**src/rtl/multicycle_control_unit.sv**
```systemverilog
// rtl/multicycle_control_unit.sv - multi-cycle MIPS control FSM with memory handshake, timeout trap and retire counter
module multicycle_control_unit #(
    parameter int CNT_W       = 32,
    parameter int MEM_TIMEOUT = 16
) (
    input  logic             clk,
    input  logic             rst,
    input  logic [5:0]       opcode,
    input  logic             mem_ready,
    output logic             pc_write,
    output logic             pc_write_cond,
    output logic             branch_ne,
    output logic             i_or_d,
    output logic             mem_read,
    output logic             mem_write,
    output logic             ir_write,
    output logic             reg_dst,
    output logic             mem_2_reg,
    output logic             reg_write,
    output logic             alu_src_a,
    output logic [1:0]       alu_src_b,
    output logic [1:0]       alu_op,
    output logic [1:0]       pc_source,
    output logic             trap,
    output logic [CNT_W-1:0] instr_retired
);
    localparam logic [5:0] OP_R    = 6'h00;
    localparam logic [5:0] OP_J    = 6'h02;
    localparam logic [5:0] OP_BEQ  = 6'h04;
    localparam logic [5:0] OP_BNE  = 6'h05;
    localparam logic [5:0] OP_ADDI = 6'h08;
    localparam logic [5:0] OP_LW   = 6'h23;
    localparam logic [5:0] OP_SW   = 6'h2B;

    // Wait counter only needs to reach MEM_TIMEOUT-1: the next idle cycle traps instead of counting.
    localparam int WAIT_W = (MEM_TIMEOUT < 2) ? 1 : $clog2(MEM_TIMEOUT);
    localparam logic [WAIT_W-1:0] WAIT_LAST = WAIT_W'(MEM_TIMEOUT - 1);

    typedef enum logic [3:0] {
        S_FETCH, S_DECODE, S_MEM_ADDR, S_MEM_RD, S_MEM_WR, S_MEM_WB,
        S_EXEC_R, S_R_WB, S_EXEC_I, S_I_WB, S_BRANCH, S_JUMP, S_TRAP
    } state_t;

    state_t            state_q, state_d;
    logic [WAIT_W-1:0] wait_q, wait_d;
    logic              is_sw_q, is_sw_d;
    logic              is_bne_q, is_bne_d;
    logic [CNT_W-1:0]  retired_q, retired_d;
    logic              timeout;
    logic              retire;

    always_ff @(posedge clk) begin
        state_q   <= state_d;
        wait_q    <= wait_d;
        is_sw_q   <= is_sw_d;
        is_bne_q  <= is_bne_d;
        retired_q <= retired_d;
    end

    always_comb begin
        state_d  = state_q;
        is_sw_d  = is_sw_q;
        is_bne_d = is_bne_q;
        retire   = 1'b0;
        timeout  = !mem_ready && (wait_q == WAIT_LAST);
        case (state_q)
            S_FETCH: begin
                if (mem_ready)    state_d = S_DECODE;
                else if (timeout) state_d = S_TRAP;
            end
            S_DECODE: begin
                is_sw_d  = (opcode == OP_SW);
                is_bne_d = (opcode == OP_BNE);
                case (opcode)
                    OP_LW, OP_SW:   state_d = S_MEM_ADDR;
                    OP_R:           state_d = S_EXEC_R;
                    OP_ADDI:        state_d = S_EXEC_I;
                    OP_BEQ, OP_BNE: state_d = S_BRANCH;
                    OP_J:           state_d = S_JUMP;
                    default:        state_d = S_TRAP;
                endcase
            end
            S_MEM_ADDR: state_d = is_sw_q ? S_MEM_WR : S_MEM_RD;
            S_MEM_RD: begin
                if (mem_ready)    state_d = S_MEM_WB;
                else if (timeout) state_d = S_TRAP;
            end
            S_MEM_WR: begin
                if (mem_ready) begin
                    state_d = S_FETCH;
                    retire  = 1'b1;
                end else if (timeout) begin
                    state_d = S_TRAP;
                end
            end
            S_EXEC_R: state_d = S_R_WB;
            S_EXEC_I: state_d = S_I_WB;
            S_MEM_WB, S_R_WB, S_I_WB, S_BRANCH, S_JUMP: begin
                state_d = S_FETCH;
                retire  = 1'b1;
            end
            default: state_d = S_TRAP;
        endcase

        // Only memory states self-loop; any state change restarts the wait count.
        wait_d    = (state_d == state_q) ? wait_q + 1'b1 : '0;
        retired_d = retired_q + CNT_W'(retire);

        if (rst) begin
            state_d   = S_FETCH;
            wait_d    = '0;
            is_sw_d   = 1'b0;
            is_bne_d  = 1'b0;
            retired_d = '0;
        end
    end

    always_comb begin
        pc_write      = 1'b0;
        pc_write_cond = 1'b0;
        branch_ne     = 1'b0;
        i_or_d        = 1'b0;
        mem_read      = 1'b0;
        mem_write     = 1'b0;
        ir_write      = 1'b0;
        reg_dst       = 1'b0;
        mem_2_reg     = 1'b0;
        reg_write     = 1'b0;
        alu_src_a     = 1'b0;
        alu_src_b     = 2'b00;
        alu_op        = 2'b00;
        pc_source     = 2'b00;
        trap          = 1'b0;
        if (!rst) begin
            case (state_q)
                S_FETCH: begin
                    mem_read  = 1'b1;
                    alu_src_b = 2'b01;
                    ir_write  = mem_ready;
                    pc_write  = mem_ready;
                end
                S_DECODE: alu_src_b = 2'b11;
                S_MEM_ADDR, S_EXEC_I: begin
                    alu_src_a = 1'b1;
                    alu_src_b = 2'b10;
                end
                S_MEM_RD: begin
                    mem_read = 1'b1;
                    i_or_d   = 1'b1;
                end
                S_MEM_WR: begin
                    mem_write = 1'b1;
                    i_or_d    = 1'b1;
                end
                S_MEM_WB: begin
                    mem_2_reg = 1'b1;
                    reg_write = 1'b1;
                end
                S_I_WB: reg_write = 1'b1;
                S_R_WB: begin
                    reg_dst   = 1'b1;
                    reg_write = 1'b1;
                end
                S_EXEC_R: begin
                    alu_src_a = 1'b1;
                    alu_op    = 2'b10;
                end
                S_BRANCH: begin
                    alu_src_a     = 1'b1;
                    alu_op        = 2'b01;
                    pc_write_cond = 1'b1;
                    pc_source     = 2'b01;
                    branch_ne     = is_bne_q;
                end
                S_JUMP: begin
                    pc_write  = 1'b1;
                    pc_source = 2'b10;
                end
                S_TRAP: trap = 1'b1;
                default: ;
            endcase
        end
    end

    assign instr_retired = rst ? '0 : retired_q;
endmodule

```
**config.mk**
```make
export PLATFORM = sky130hd
export DESIGN_NAME = multicycle_control_unit
export DESIGN_NICKNAME = d
export VERILOG_FILES = /design/src/rtl/multicycle_control_unit.sv
export SDC_FILE = /design/constraint.sdc
export NUM_CORES = 1
export LEC_CHECK = 0
export CAP_MARGIN = 25
export CORE_MARGIN = 8
export CORE_UTILIZATION = 50
export DETAILED_ROUTE_END_ITERATION = 8
export GPL_ROUTABILITY_DRIVEN = 0
export PLACE_DENSITY = 0.8
export SETUP_SLACK_MARGIN = 0.5
export SKIP_LAST_GASP = 1
export SYNTH_ARGS = -nofsm -noshare
export SYNTH_HDL_FRONTEND = slang
export SYNTH_SLANG_ARGS = --single-unit
```
**constraint.sdc**
```tcl
create_clock -name clk -period 3.9 [get_ports clk]
set_clock_uncertainty 0.05 [all_clocks]
set_input_delay 0.78 -clock clk [delete_from_list [all_inputs] [get_ports clk]]
set_output_delay 0.78 -clock clk [all_outputs]
set_load 0.005 [all_outputs]
```
==> results of run 1 <==
[per-layer routing]
layer  up-vias  routed length, um  track usage (%)
li1       1216                  -                -
met1      1056               2786            19.85
met2        57               2758            24.98
met3         5                307            2.830
met4         0                 36            3.912
met5         -                  0                0
[kinds of logic after synthesis]
kind of cell               count (synthesis)  share of synthesized area [%]
AOI/OAI and AO/OA                         35                          8.677
xor gates and xnor gates                  26                          9.023
adders and majority gates                  3                          1.488
buffers and inverters                     27                          5.156
DFF                                       42                          33.32
muxes                                      2                         0.8428
and+or+nand+nor                          191                          41.50
[cells in the mapped netlist (2+ instances only)]
cell type,n
nor3_1,12
nor4_1,7
or3_1,4
xor2_1,20
dfxtp_1,42
nand2_1,23
and3_1,6
o211ai_1,2
clkbuf_1,5
and4_1,6
nor3b_1,2
nor2b_1,35
or4_1,4
o21ai_0,11
nand4b_1,3
nand3_1,14
and2_1,3
nor2_1,51
buf_1,7
nand2b_1,4
nor4b_1,2
inv_1,4
ha_1,3
a21oi_1,12
buf_4,6
buf_2,4
xnor2_1,6
or2_2,3
nand4_1,6
[final cells by class]
type / count / share of cell area, %
multi-input cells: 257 / 48.80
flip-flops and latches: 42 / 26.48
repair buffers: 61 / 18.78
well taps: 70 / 2.750
clock buffers: 6 / 2.279
inverters: 4 / 0.4715
clock inverters: 2 / 0.4322
[worst register-to-register path: stages (launching register included)]
cell and delay, ns:
dfxtp_1 0.67, nor2b_1 0.33, nand2_1 0.09, o211ai_1 0.19, ha_1 0.21, ha_1 0.20
and4_1 0.25, and3_2 0.28, nand3_1 0.14, or3_1 0.38, a21oi_1 0.16
[stage by stage]
stage	cell area (um^2)	setup WS [ns]	util (%)	hold slack [ns]
final	3184	0.7970	63.98	0.4096
after global routing	3184	0.5566	63.98	0.4339
after detailed placement	3094	0.4304	62.17	0.3989
after floorplan	2524	1.153	-	0.3675
after global placement	3094	0.5243	62.17	0.3796
after CTS	3181	0.6289	63.90	0.4092
[report_power, final]
part	switching [W]	internal (W)	total, W
registers	0.0000805	0.000458	0.000539
logic	0.000191	0.000185	0.000377
clock network	0.000149	0.000126	0.000276
[worst paths after layout]
path | startpoint | slack [ns] | to | depth (start not counted)
max | mem_ready | 0.80 | retired_q[20]$_SDFF_PP0_ | 10
min | wait_q[0]$_SDFF_PP0_ | 0.41 | wait_q[0]$_SDFF_PP0_ | 1
max reg2reg | state_q[2]$_SDFF_PP0_ | 0.89 | retired_q[20]$_SDFF_PP0_ | 10
min reg2reg | wait_q[0]$_SDFF_PP0_ | 0.41 | wait_q[0]$_SDFF_PP0_ | 1
[flip-flops by register name (all words and copies together), names as in the netlist]
name and flops:
state_q 4, is_bne_q 1, is_sw_q 1, wait_q 4, retired_q 32
[timing repair]
action                     CTS  global route
setup buffers                0             0
resized for setup            0             3
setup endpoints to repair    0             5
==> results.yml, run 1 <==
status:
  status: "completed"
grt:
  grt_pass1_wl_um: 9597
  grt_pass1_vias: 2074
  grt_usage_pct: 15.24
  antenna_found_initial: 0
  gr-total-overflow: 0
  grt_start_max_net_pins: 41
synthesis:
  synth_top_area_share_pct: 33.32
  synth_area_leaders: "dfxtp_1 33%, nor2b_1 8.7%, nor2_1 7.6%, xor2_1 6.9%, nand2_1 3.4%"
  synthArstFlopShare_pct: 0
  synth_ff_type: "dfxtp_1"
  synth.avg_cell_area_um2: 7.741
  synth_nets: 338
  ys_types: 48
  synth_area_um2: 2524
  yosysWarningCount: 0
  yosysSeqAreaShare_pct: 33.32
  synth_top_area_cell: "dfxtp_1"
  synth_cells: 326
  synth_edf_count: 0
  yosys_register_bits: 42
route:
  first_iter_violations: 214
  vias: 2334
  finalWirelength_um: 5889
  vias_per_cell: 5.281
  routedWlPerCell_um: 13.32
  drtAntennaViolNets: 0
  drc: 0
  firstDrtPassIters: 5
sta:
  period_share_pct: 79.56
  setup_tns_ns: 0
  rsz0062_at_grt: "false"
  max_freq_ghz: 0.3223
  hold_viol_final: 0
  maxSlewViolCount: 0
  fin_crit_ns: 3.103
  max_slew.worst_pin.slew_ns: 0.5520
  slew_headroom_pct: 63.15
  finalSetupViolations: 0
die:
  dieArea_um2: 7577
  die_h_um: 87.05
  die_width_um: 87.05
  initial_core_util_pct: 50.70
  rows: 26
  io_pins: 59
  core_um2: 4977
place:
  dp_hpwl_um: 4437
  dpl.cell_count: 434
  io_buffer_count: 58
finish:
  final_common_cell: "clkdlybuf4s50_1"
  area_growth_pct: 26.18
  layout.nets: 383
  multiInputGateArea_um2: 1554
  nFillCells: 447
  ff_latch_area_um2: 843.3
  mostFrequentLayoutCells: "57 x clkdlybuf4s50_1, 51 x nor2_1, 40 x dfxtp_1"
  drive_gt1_share_pct: 6.183
  fin_cells: 442
  antennaDiodeCount: 0
pwr:
  powerDensity_nw_per_um2: 374.1
  p_total_w: 0.001191
  ir_drop_uv: 244.0
  p_leak_nw: 1.122
worst_hold_path:
  hp-class: "reg2reg"
cts:
  clock_latency_ns: 0.29
  cts-buffers-inserted: 5
  cts-htree-levels: 2
  clock-sinks: 42
  cts_tree: "built"
  ctsHoldBuffers: 0
  path_clk_slew_ns: 0.08
  cts-root-buf: "clkbuf_8"
  cts_buffer_depth: 2
setup_path:
  path_buf_inv: 1
  cp_max_fo: 8
  worst_path_most_repeated_cell: "ha_1"
  crit_chain: "clkdlybuf4s50_1, nand2_1, o211ai_1, ha_1, ha_1, and4_1, and3_2, nand3_1, or3_1, a21oi_1"
  cp.required_ns: 4.07
  cp_slowest_cell: "clkdlybuf4s50_1"
  crit_arrival_ns: 3.27
  end_kind: "flip-flop"
  path_delay_family: "simple AND/OR/NAND/NOR gates"
  cp-start-kind: "input port"
  path_class: "in2reg"
  max_stage_delay_ns: 0.61
run:
  maxCapViolCount: 0
No activity file was read; power rests on OpenSTA's default activity.
==> run 2, diff against run 1 <==
==> constraint.sdc (replaced) <==
create_clock -name clk -period 3.3 [get_ports clk]
set_clock_uncertainty 0.05 [all_clocks]
set_input_delay 0.66 -clock clk [delete_from_list [all_inputs] [get_ports clk]]
set_output_delay 0.66 -clock clk [all_outputs]
set_load 0.005 [all_outputs]
==> results.yml, run 2 (same netlist as run 1, synthesis figures left out) <==
sta:
  max_slew.worst_pin.slew_ns: 0.5327
  setup_tns_ns: 0
  hold_viol_final: 0
  max_freq_ghz: 0.3671
  rsz0062_at_grt: "true"
  period_share_pct: 82.54
  slew_headroom_pct: 64.39
  fin_ws_ns: 0.5760
  maxSlewViolCount: 0
  finalSetupViolations: 0
  fin_crit_ns: 2.724
finish:
  mostFrequentLayoutCells: "56 x clkdlybuf4s50_1, 51 x nor2_1, 39 x dfxtp_1"
  multiInputGateArea_um2: 1590
  regMostFlops: "retired_q"
  stdcell_area_um2: 3317
  fin_cells: 450
  layout.nets: 391
  drive_gt1_share_pct: 10.26
  area_growth_pct: 31.43
  antennaDiodeCount: 0
  nFillCells: 440
  largest_registers: "retired_q (32), state_q (4), wait_q (4)"
  ff_latch_area_um2: 844.6
  largest_reg_flops: 32
  final_common_cell: "clkdlybuf4s50_1"
route:
  finalWirelength_um: 5983
  firstDrtPassIters: 4
  first_iter_violations: 245
  vias: 2376
  routedWlPerCell_um: 13.30
  drc: 0
  drtAntennaViolNets: 0
  vias_per_cell: 5.280
place:
  dp_hpwl_um: 4447
  placed_area_um2: 3152
  dpl.cell_count: 440
  io_buffer_count: 58
  pre_cts_slack_ns: 0.1838
setup_path:
  cp_max_fo: 4
  rr_startpoint: "state_q[3]$_SDFF_PP0_"
  crit_chain: "clkdlybuf4s50_1, nand2_1, o211ai_1, ha_2, ha_4, and4_4, and3_4, and4_4, nand4_1, xor2_1, nor2_1"
  cp_slowest_cell: "clkdlybuf4s50_1"
  path_class: "in2reg"
  crit_start: "mem_ready"
  max_stage_delay_ns: 0.50
  r2r-end: "retired_q[30]$_SDFF_PP0_"
  path_buf_inv: 1
  path_delay_family: "simple AND/OR/NAND/NOR gates"
  end_kind: "flip-flop"
  cp.required_ns: 3.44
  cp-start-kind: "input port"
  worst_path_most_repeated_cell: "and4_4"
  r2r_setup_slack_ns: 0.76
  worstSetupEndpoint: "retired_q[30]$_SDFF_PP0_"
  crit_arrival_ns: 2.87
  rr_worst_depth: 13
  cp_num_cells: 11
pwr:
  p_leak_nw: 1.176
  powerDensity_nw_per_um2: 459.8
  ir_drop_uv: 446.9
  p_total_w: 0.001525
grt:
  antenna_found_initial: 0
  grt_usage_pct: 15.27
  grt_pass1_wl_um: 9611
  grt_start_max_net_pins: 36
  gr-total-overflow: 0
  grt_pass1_vias: 2148
status:
  status: "completed"
die:
  die_width_um: 87.05
  initial_core_util_pct: 50.70
  dieArea_um2: 7577
  io_pins: 59
  die_h_um: 87.05
  rows: 26
  core_um2: 4977
worst_hold_path:
  hp-class: "reg2reg"
  hold-path-cell-count: 2
cts:
  cts-buffers-inserted: 5
  ctsHoldBuffers: 0
  cts_tree: "built"
  cts-root-buf: "clkbuf_8"
  clock_latency_ns: 0.30
  cts-htree-levels: 2
  cts_buffer_depth: 2
  path_clk_slew_ns: 0.08
  clock-sinks: 42
run:
  maxCapViolCount: 0
==> run 2: layer usage <==
metal | vias to the layer above | track usage (%) | part of all wire (%)
met5 | - | 0 | 0
met4 | 0 | 3.756 | 0.74
met3 | 5 | 4.057 | 5.4
met2 | 65 | 25.61 | 48
met1 | 1077 | 18.77 | 46
li1 | 1229 | - | -
==> run 2: worst min-delay path: cells and delay by family, from the launching register on <==
| kind | cells | cell delay (ns) |
|---|---|---|
| AND/OR/NAND/NOR | 1 | 0.05 |
| flip-flops | 1 | 0.31 |
| AO/OA/AOI/OAI | 1 | 0.05 |
==> run 2: power breakdown <==
part | leakage [nW] | switching (W) | internal, W | total [W]
Sequential | 0.340 | 0.0000515 | 0.000543 | 0.000595
Clock | 0.0514 | 0.000183 | 0.000226 | 0.000409
Combinational | 0.784 | 0.000278 | 0.000244 | 0.000522
==> run 2: layout make-up <==
type | count | share of cell area, %
well taps | 70 | 2.641
flip-flops and latches | 42 | 25.46
multi-input cells | 257 | 47.94
repair buffers | 69 | 20.18
clock buffers | 6 | 2.188
inverters | 4 | 0.4527
clock inverters | 2 | 1.132
==> run 2: worst min path at each step <==
stage | slack (ns) | start | end
2_1_floorplan | 0.37 | wait_q[0]$_SDFF_PP0_ | wait_q[0]$_SDFF_PP0_
3_3_place_gp | 0.38 | wait_q[0]$_SDFF_PP0_ | wait_q[0]$_SDFF_PP0_
3_5_place_dp | 0.39 | wait_q[0]$_SDFF_PP0_ | wait_q[0]$_SDFF_PP0_
4_1_cts | 0.41 | is_bne_q$_SDFFE_PP0P_ | is_bne_q$_SDFFE_PP0P_
5_1_grt | 0.43 | wait_q[0]$_SDFF_PP0_ | wait_q[0]$_SDFF_PP0_
6_report | 0.40 | is_bne_q$_SDFFE_PP0P_ | is_bne_q$_SDFFE_PP0P_
==> run 2: stage by stage <==
stage          hold slack (ns)  utilization (%)
2_1_floorplan           0.3675                -
3_3_place_gp            0.3789            63.32
3_5_place_dp            0.3892            63.32
4_1_cts                 0.4052            65.76
5_1_grt                 0.4263            66.64
6_report                0.4020            66.64
==> run 2: what timing repair did <==
item	CTS	global route
pin swaps	0	6
setup buffers	0	2
gates resized for setup	5	9
setup endpoints to repair	8	15
cloned	0	0
